**config.mk**
```make
export PLATFORM = sky130hd
export DESIGN_NAME = mem_bus_arbiter
export DESIGN_NICKNAME = d
export VERILOG_FILES = /design/src/rtl/scpu_mem_pkg.sv /design/src/rtl/rr_arb2.sv /design/src/rtl/mem_bus_arbiter.sv
export SDC_FILE = /design/constraint.sdc
export NUM_CORES = 1
export LEC_CHECK = 0
export CORE_AREA = 2 2 107 67
export CTS_CLUSTER_SIZE = 30
export DETAILED_ROUTE_END_ITERATION = 8
export DIE_AREA = 0 0 109 69
export GPL_TIMING_DRIVEN = 0
export PLACE_DENSITY = 0.74
export SYNTH_ARGS = -nofsm -noshare
export SYNTH_HDL_FRONTEND = slang
export SYNTH_SLANG_ARGS = --single-unit
```
**constraint.sdc**
```tcl
create_clock -name clk -period 1.5 [get_ports clk]
set_input_delay 0.3 -clock clk [delete_from_list [all_inputs] [get_ports clk]]
set_output_delay 0.3 -clock clk [all_outputs]
set_load 0.01 [all_outputs]
```
**src/rtl/scpu_mem_pkg.sv**
```systemverilog
// scpu_mem_pkg: shared definitions for the CPU/loader memory bus.
//   - Default address and data widths for the bus.
//   - RAM/IO boundary. The arbiter passes addresses through unchanged;
//     the memory module uses this boundary for region decode.
//   - Arbiter FSM state encoding.
package scpu_mem_pkg;

  localparam int ADDR_W_DEF = 16;
  localparam int DATA_W_DEF = 8;

  // Addresses at or above this value select IO; addresses below it select RAM.
  localparam logic [15:0] IO_BASE = 16'h8000;

  typedef enum logic [1:0] {
    ST_IDLE = 2'd0,
    ST_ACC  = 2'd1,
    ST_RD   = 2'd2,
    ST_DONE = 2'd3
  } state_t;

endpackage

```
**src/rtl/rr_arb2.sv**
```systemverilog
// rr_arb2: two-way round-robin picker with a last-served pointer.
//   clk, rst   clock and synchronous active-high reset
//   req_i      request levels {m1, m0}
//   take_i     the caller grants the pick this cycle if any request is high
//   valid_o    at least one request is high
//   sel_o      selected requester (0 = m0, 1 = m1)
// After reset the pointer reads "m1 served last", so m0 wins the first tie.
module rr_arb2 (
  input  logic       clk,
  input  logic       rst,
  input  logic [1:0] req_i,
  input  logic       take_i,
  output logic       valid_o,
  output logic       sel_o
);

  logic last_q, last_d;

  always_comb begin
    valid_o = |req_i;
    if (req_i == 2'b11) sel_o = ~last_q;
    else                sel_o = req_i[1];
    last_d = last_q;
    // The pointer moves only when a grant is actually issued.
    if (take_i && (|req_i)) last_d = sel_o;
  end

  always_ff @(posedge clk) begin
    if (rst) last_q <= 1'b1;
    else     last_q <= last_d;
  end

endmodule

```
**src/rtl/mem_bus_arbiter.sv**
```systemverilog
// mem_bus_arbiter: shares one memory port between the CPU (m0) and the
// loader/DMA (m1).
//   mX_req/we/addr/wdata   requester command; latched when the arbiter
//                          selects that requester
//   mX_gnt                 one-cycle pulse in the access cycle
//   mX_ack                 one-cycle pulse when the transaction completes
//   mX_rdata               last read result; held until the next read
//   mem_*                  memory strobes, address and data
// The memory is enabled only in ACC and RD. Address regions are decoded
// downstream, so addresses pass through unchanged.
//
// state | meaning
// IDLE  | sample requests, latch the winner's command
// ACC   | gnt pulse, chip enable, write or read strobe
// RD    | output enable, capture mem_rdata at the closing edge
// DONE  | ack pulse, all strobes low, then return to IDLE
module mem_bus_arbiter
  import scpu_mem_pkg::*;
#(
  parameter int ADDR_W = ADDR_W_DEF,
  parameter int DATA_W = DATA_W_DEF
) (
  input  logic              clk,
  input  logic              rst,
  input  logic              m0_req,
  input  logic              m0_we,
  input  logic [ADDR_W-1:0] m0_addr,
  input  logic [DATA_W-1:0] m0_wdata,
  output logic              m0_gnt,
  output logic              m0_ack,
  output logic [DATA_W-1:0] m0_rdata,
  input  logic              m1_req,
  input  logic              m1_we,
  input  logic [ADDR_W-1:0] m1_addr,
  input  logic [DATA_W-1:0] m1_wdata,
  output logic              m1_gnt,
  output logic              m1_ack,
  output logic [DATA_W-1:0] m1_rdata,
  output logic              mem_ce,
  output logic              mem_w,
  output logic              mem_r,
  output logic              mem_oe,
  output logic [ADDR_W-1:0] mem_addr,
  output logic [DATA_W-1:0] mem_wdata,
  input  logic [DATA_W-1:0] mem_rdata
);

  state_t            state_q, state_d;
  logic              sel_q;
  logic              we_q;
  logic [ADDR_W-1:0] addr_q;
  logic [DATA_W-1:0] wdata_q;
  logic [DATA_W-1:0] m0_rdata_q, m1_rdata_q;
  logic              arb_valid, arb_sel, latch;

  rr_arb2 u_arb (
    .clk     (clk),
    .rst     (rst),
    .req_i   ({m1_req, m0_req}),
    .take_i  (state_q == ST_IDLE),
    .valid_o (arb_valid),
    .sel_o   (arb_sel)
  );

  always_comb begin
    state_d = state_q;
    latch   = 1'b0;
    m0_gnt  = 1'b0;
    m1_gnt  = 1'b0;
    m0_ack  = 1'b0;
    m1_ack  = 1'b0;
    mem_ce  = 1'b0;
    mem_w   = 1'b0;
    mem_r   = 1'b0;
    mem_oe  = 1'b0;
    case (state_q)
      ST_IDLE: begin
        if (arb_valid) begin
          latch   = 1'b1;
          state_d = ST_ACC;
        end
      end
      ST_ACC: begin
        m0_gnt  = ~sel_q;
        m1_gnt  = sel_q;
        mem_ce  = 1'b1;
        mem_w   = we_q;
        mem_r   = ~we_q;
        state_d = we_q ? ST_DONE : ST_RD;
      end
      ST_RD: begin
        mem_ce  = 1'b1;
        mem_oe  = 1'b1;
        state_d = ST_DONE;
      end
      ST_DONE: begin
        m0_ack  = ~sel_q;
        m1_ack  = sel_q;
        state_d = ST_IDLE;
      end
      default: state_d = ST_IDLE;
    endcase
  end

  always_ff @(posedge clk) begin
    if (rst) begin
      state_q    <= ST_IDLE;
      sel_q      <= 1'b0;
      we_q       <= 1'b0;
      addr_q     <= '0;
      wdata_q    <= '0;
      m0_rdata_q <= '0;
      m1_rdata_q <= '0;
    end else begin
      state_q <= state_d;
      if (latch) begin
        sel_q   <= arb_sel;
        we_q    <= arb_sel ? m1_we    : m0_we;
        addr_q  <= arb_sel ? m1_addr  : m0_addr;
        wdata_q <= arb_sel ? m1_wdata : m0_wdata;
      end
      if (state_q == ST_RD) begin
        if (sel_q) m1_rdata_q <= mem_rdata;
        else       m0_rdata_q <= mem_rdata;
      end
    end
  end

  // The address and data come from the latched command, so requester changes
  // after the latch edge do not reach the bus.
  assign mem_addr  = addr_q;
  assign mem_wdata = wdata_q;
  assign m0_rdata  = m0_rdata_q;
  assign m1_rdata  = m1_rdata_q;

endmodule

```
==> reports/results.ini <==
[global_route]
antenna_violations_before_repair=0
grt_start_max_net_pins=14
grt_pass1_vias=2070
grt_first_pass_wirelength_mm=10.5
track_usage_pct=17.7
grt_remaining_overflow=0

[place]
placedCellCount=437
postPlaceCellArea_mm2=0.00323
total_half_perimeter_wirelength_after_legalization_and_detailed_placement_mm=5.04
numPortBuffers=107
detailedPlace.worstSlack_ps=-380
gp_congestion=0.825

[sta]
post-route-min-period_ps=1460
setup-violations-final=0
clock.fmax_mhz=683
final-max-slew-violation-count=0
timing.final.ws_setup_ps=36.0
finalHoldViolCount=0
fin_worst_skew_ps=11.0
setup_tns_ps=0
worst_pin_slew_ps=740
fin_crit_sh_pct=97.6
grt_setup_unrepaired=yes
slew-limit-headroom_pct=50.7

[worst_setup_path]
crit_path_max_fanout=2
cp.depth=1
path_class=reg2out
end_kind=output port
required_arrival_time_at_the_worst_endpoint_ps=1200
timing.reg2reg.worst_path_depth=4
critical_path.slowest_cell=sky130_fd_sc_hd__clkdlybuf4s50_1
cp_slowest_stage_delay_ps=530
worstPathArrival_ps=1160
critPathTopFamily=buffers and inverters
cp.buffers_inverters=1
critical_path.cell_chain=clkdlybuf4s50_1
element_type_at_the_critical_path_start=register

[logic_synthesis]
synth.most_common_cell=sky130_fd_sc_hd__nand2_1
synthDominantAreaCellType=sky130_fd_sc_hd__dfxtp_1
synth_edf_count=0
synthDistinctLibCells=29
ys_warnings=0
top_post_synthesis_cells_by_area=sky130_fd_sc_hd__dfxtp_1, sky130_fd_sc_hd__a211oi_2, sky130_fd_sc_hd__a21oi_1
synth_top_cell_area_share_pct=44.0
postSynth.topFlopCell=sky130_fd_sc_hd__dfxtp_1
mappedNetlistArea_mm2=0.00205
synthTopCellsByCount=sky130_fd_sc_hd__nand2_1, sky130_fd_sc_hd__dfxtp_1, sky130_fd_sc_hd__a21oi_1, sky130_fd_sc_hd__nor2_1, sky130_fd_sc_hd__a211oi_2
synthesis.area_per_instance_um2=8.43
synth.net_count=310
netlist_instances=243
synth.yosys.seq_area_share_pct=44.0
async_flop_share_pct=0
synthesis_stage_register_bit_count=45

[routing]
finalWirelength_mm=6.73
drt-pass1-iter-count=4
via_count=2099
route.detailed.vias_per_inst=4.70
detailed_route_iter0_violations=108
postRouteAntennaNets=0
routedWlPerCell_um=15.0
remaining_drc_errors=0

[clocking]
numClockSinks=45
clock_latency_ps=300
cts_buffers=5
cts.reportedPaths.clkPinSlew_ps=90
maximum_root_to_sink_buffer_count=2
cts.htree.levels=2
tritoncts=built
cts.root.buffer_cell=sky130_fd_sc_hd__clkbuf_8
cts-hold-fix-buffers=0

[die]
initial_utilization_pct=31.4
num_io_pins=110
num_rows=23
floorplan.die.height_um=69
floorplan.die_area_mm2=0.00752
floorplan.die.width_um=109
core_mm2=0.00653

[pwr]
intPower_w=0.00337
peakVddDrop_uv=787
fin_total_pwr_w=0.00553
power.net_switching_w=0.00216
sequentialPowerShare_pct=32.3
power-per-cell-area_mw_per_mm2=1580
p_leak_nw=1.78
switching_share_pct=39.0
comb_power_share_pct=53.7
p_clk_share_pct=14.0

[flow_run]
cap_violations=0

[cells_and_area]
final_layout_size_suffix_gt1_share_pct=19.7
multi_input_area_mm2=0.00113
register_area_um2=910
design_area_mm2=0.00351
num-fill-cells=621
final_net_count=427
instances_no_fill=447
area_delta_synth_final_pct=71.2
insertedDiodeCount=0

[status]
run_status=finished clean

[min_path]
min_delay_path_depth=2
hp-class=in2reg

[flip-flops by register name (all words and copies together) (netlist names)]
signal / cells
u_arb.last_q: 1
mem_wdata: 8
mem_addr: 16
m1_rdata: 8
sel_q: 1
m0_rdata: 8
we_q: 1
state_q: 2
[cell families (layout without fill, tap and decap cells)]
family                   Yosys count  in the layout  synth area share [%]
adder cells (fa/ha/maj)            5              5                  3.05
flip-flops                        45             45                  44.0
AO/OA/AOI/OAI                     75             75                  27.6
buffers and inverters             21            138                  5.38
AND/OR/NAND/NOR                   96             96                  19.5
multiplexers                       1              1                 0.489
[timing repair]
| action | CTS | global route |
|---|---|---|
| setup endpoints to repair | 49 | 73 |
| gates resized for setup | 62 | 49 |
| setup buffers | 3 | 1 |
| pin swaps | 1 | 2 |
[per-stage QoR]
stage	hold slack (ps)	utilization, %
floorplan	436	-
global placement	445	49.4
detailed placement	452	49.4
CTS	441	51.1
global route	479	53.7
finish	451	53.7
[metal layers]
metal  track usage, %  wire (um)  part of all wire, %
met5                0          0                    0
met4             4.27         49                 0.73
met3             5.39        432                  6.4
met2             26.2       3020                   45
met1             24.9       3230                   48
[path summary, 6_finish.rpt]
check | startpoint | to | slack [ps]
max | mem_wdata[5]$_SDFFE_PP0P_ | mem_wdata[5] | 40
min | rst | state_q[0]$_SDFFE_PP0P_ | 450
min reg2reg | m0_rdata[6]$_SDFFE_PP0P_ | m0_rdata[6]$_SDFFE_PP0P_ | 460
max reg2reg | state_q[0]$_SDFFE_PP0P_ | state_q[0]$_SDFFE_PP0P_ | 80
[layout by cell type, fill, tap and decap left out, types with 6 or more instances in the layout]
cell                              instances
sky130_fd_sc_hd__a211oi_1                 6
sky130_fd_sc_hd__dlymetal6s2s_1          28
sky130_fd_sc_hd__clkdlybuf4s50_1         60
sky130_fd_sc_hd__nand2_1                 50
sky130_fd_sc_hd__buf_4                   12
sky130_fd_sc_hd__dfxtp_1                 42
sky130_fd_sc_hd__nand3_1                  8
sky130_fd_sc_hd__a211oi_2                19
sky130_fd_sc_hd__a21oi_1                 42
sky130_fd_sc_hd__nor2_1                  27
sky130_fd_sc_hd__dlygate4sd2_1           11
sky130_fd_sc_hd__clkbuf_8                 7
[power by group through the flow]
stage | clock (W) | sequential [W] | combinational, W
6_report | 0.000773 | 0.00179 | 0.00297
5_1_grt | 0.000854 | 0.00183 | 0.00324
4_1_cts | 0.000804 | 0.00177 | 0.00282
3_5_place_dp | 0 | 0.00179 | 0.00282
3_3_place_gp | 0 | 0.00177 | 0.00278
2_1_floorplan | 0 | 0.00191 | 0.00145
[final cells by class]
cell class	instances	area share [%]
plain buffers	18	3.42
well taps	87	3.10
clock buffers	6	2.35
multi-input cells	177	32.1
clock inverters	1	0.214
repair buffers	111	32.5
inverters	2	0.357
flip-flops and latches	45	25.9
Note: power is estimated with default switching activity, not from simulation.
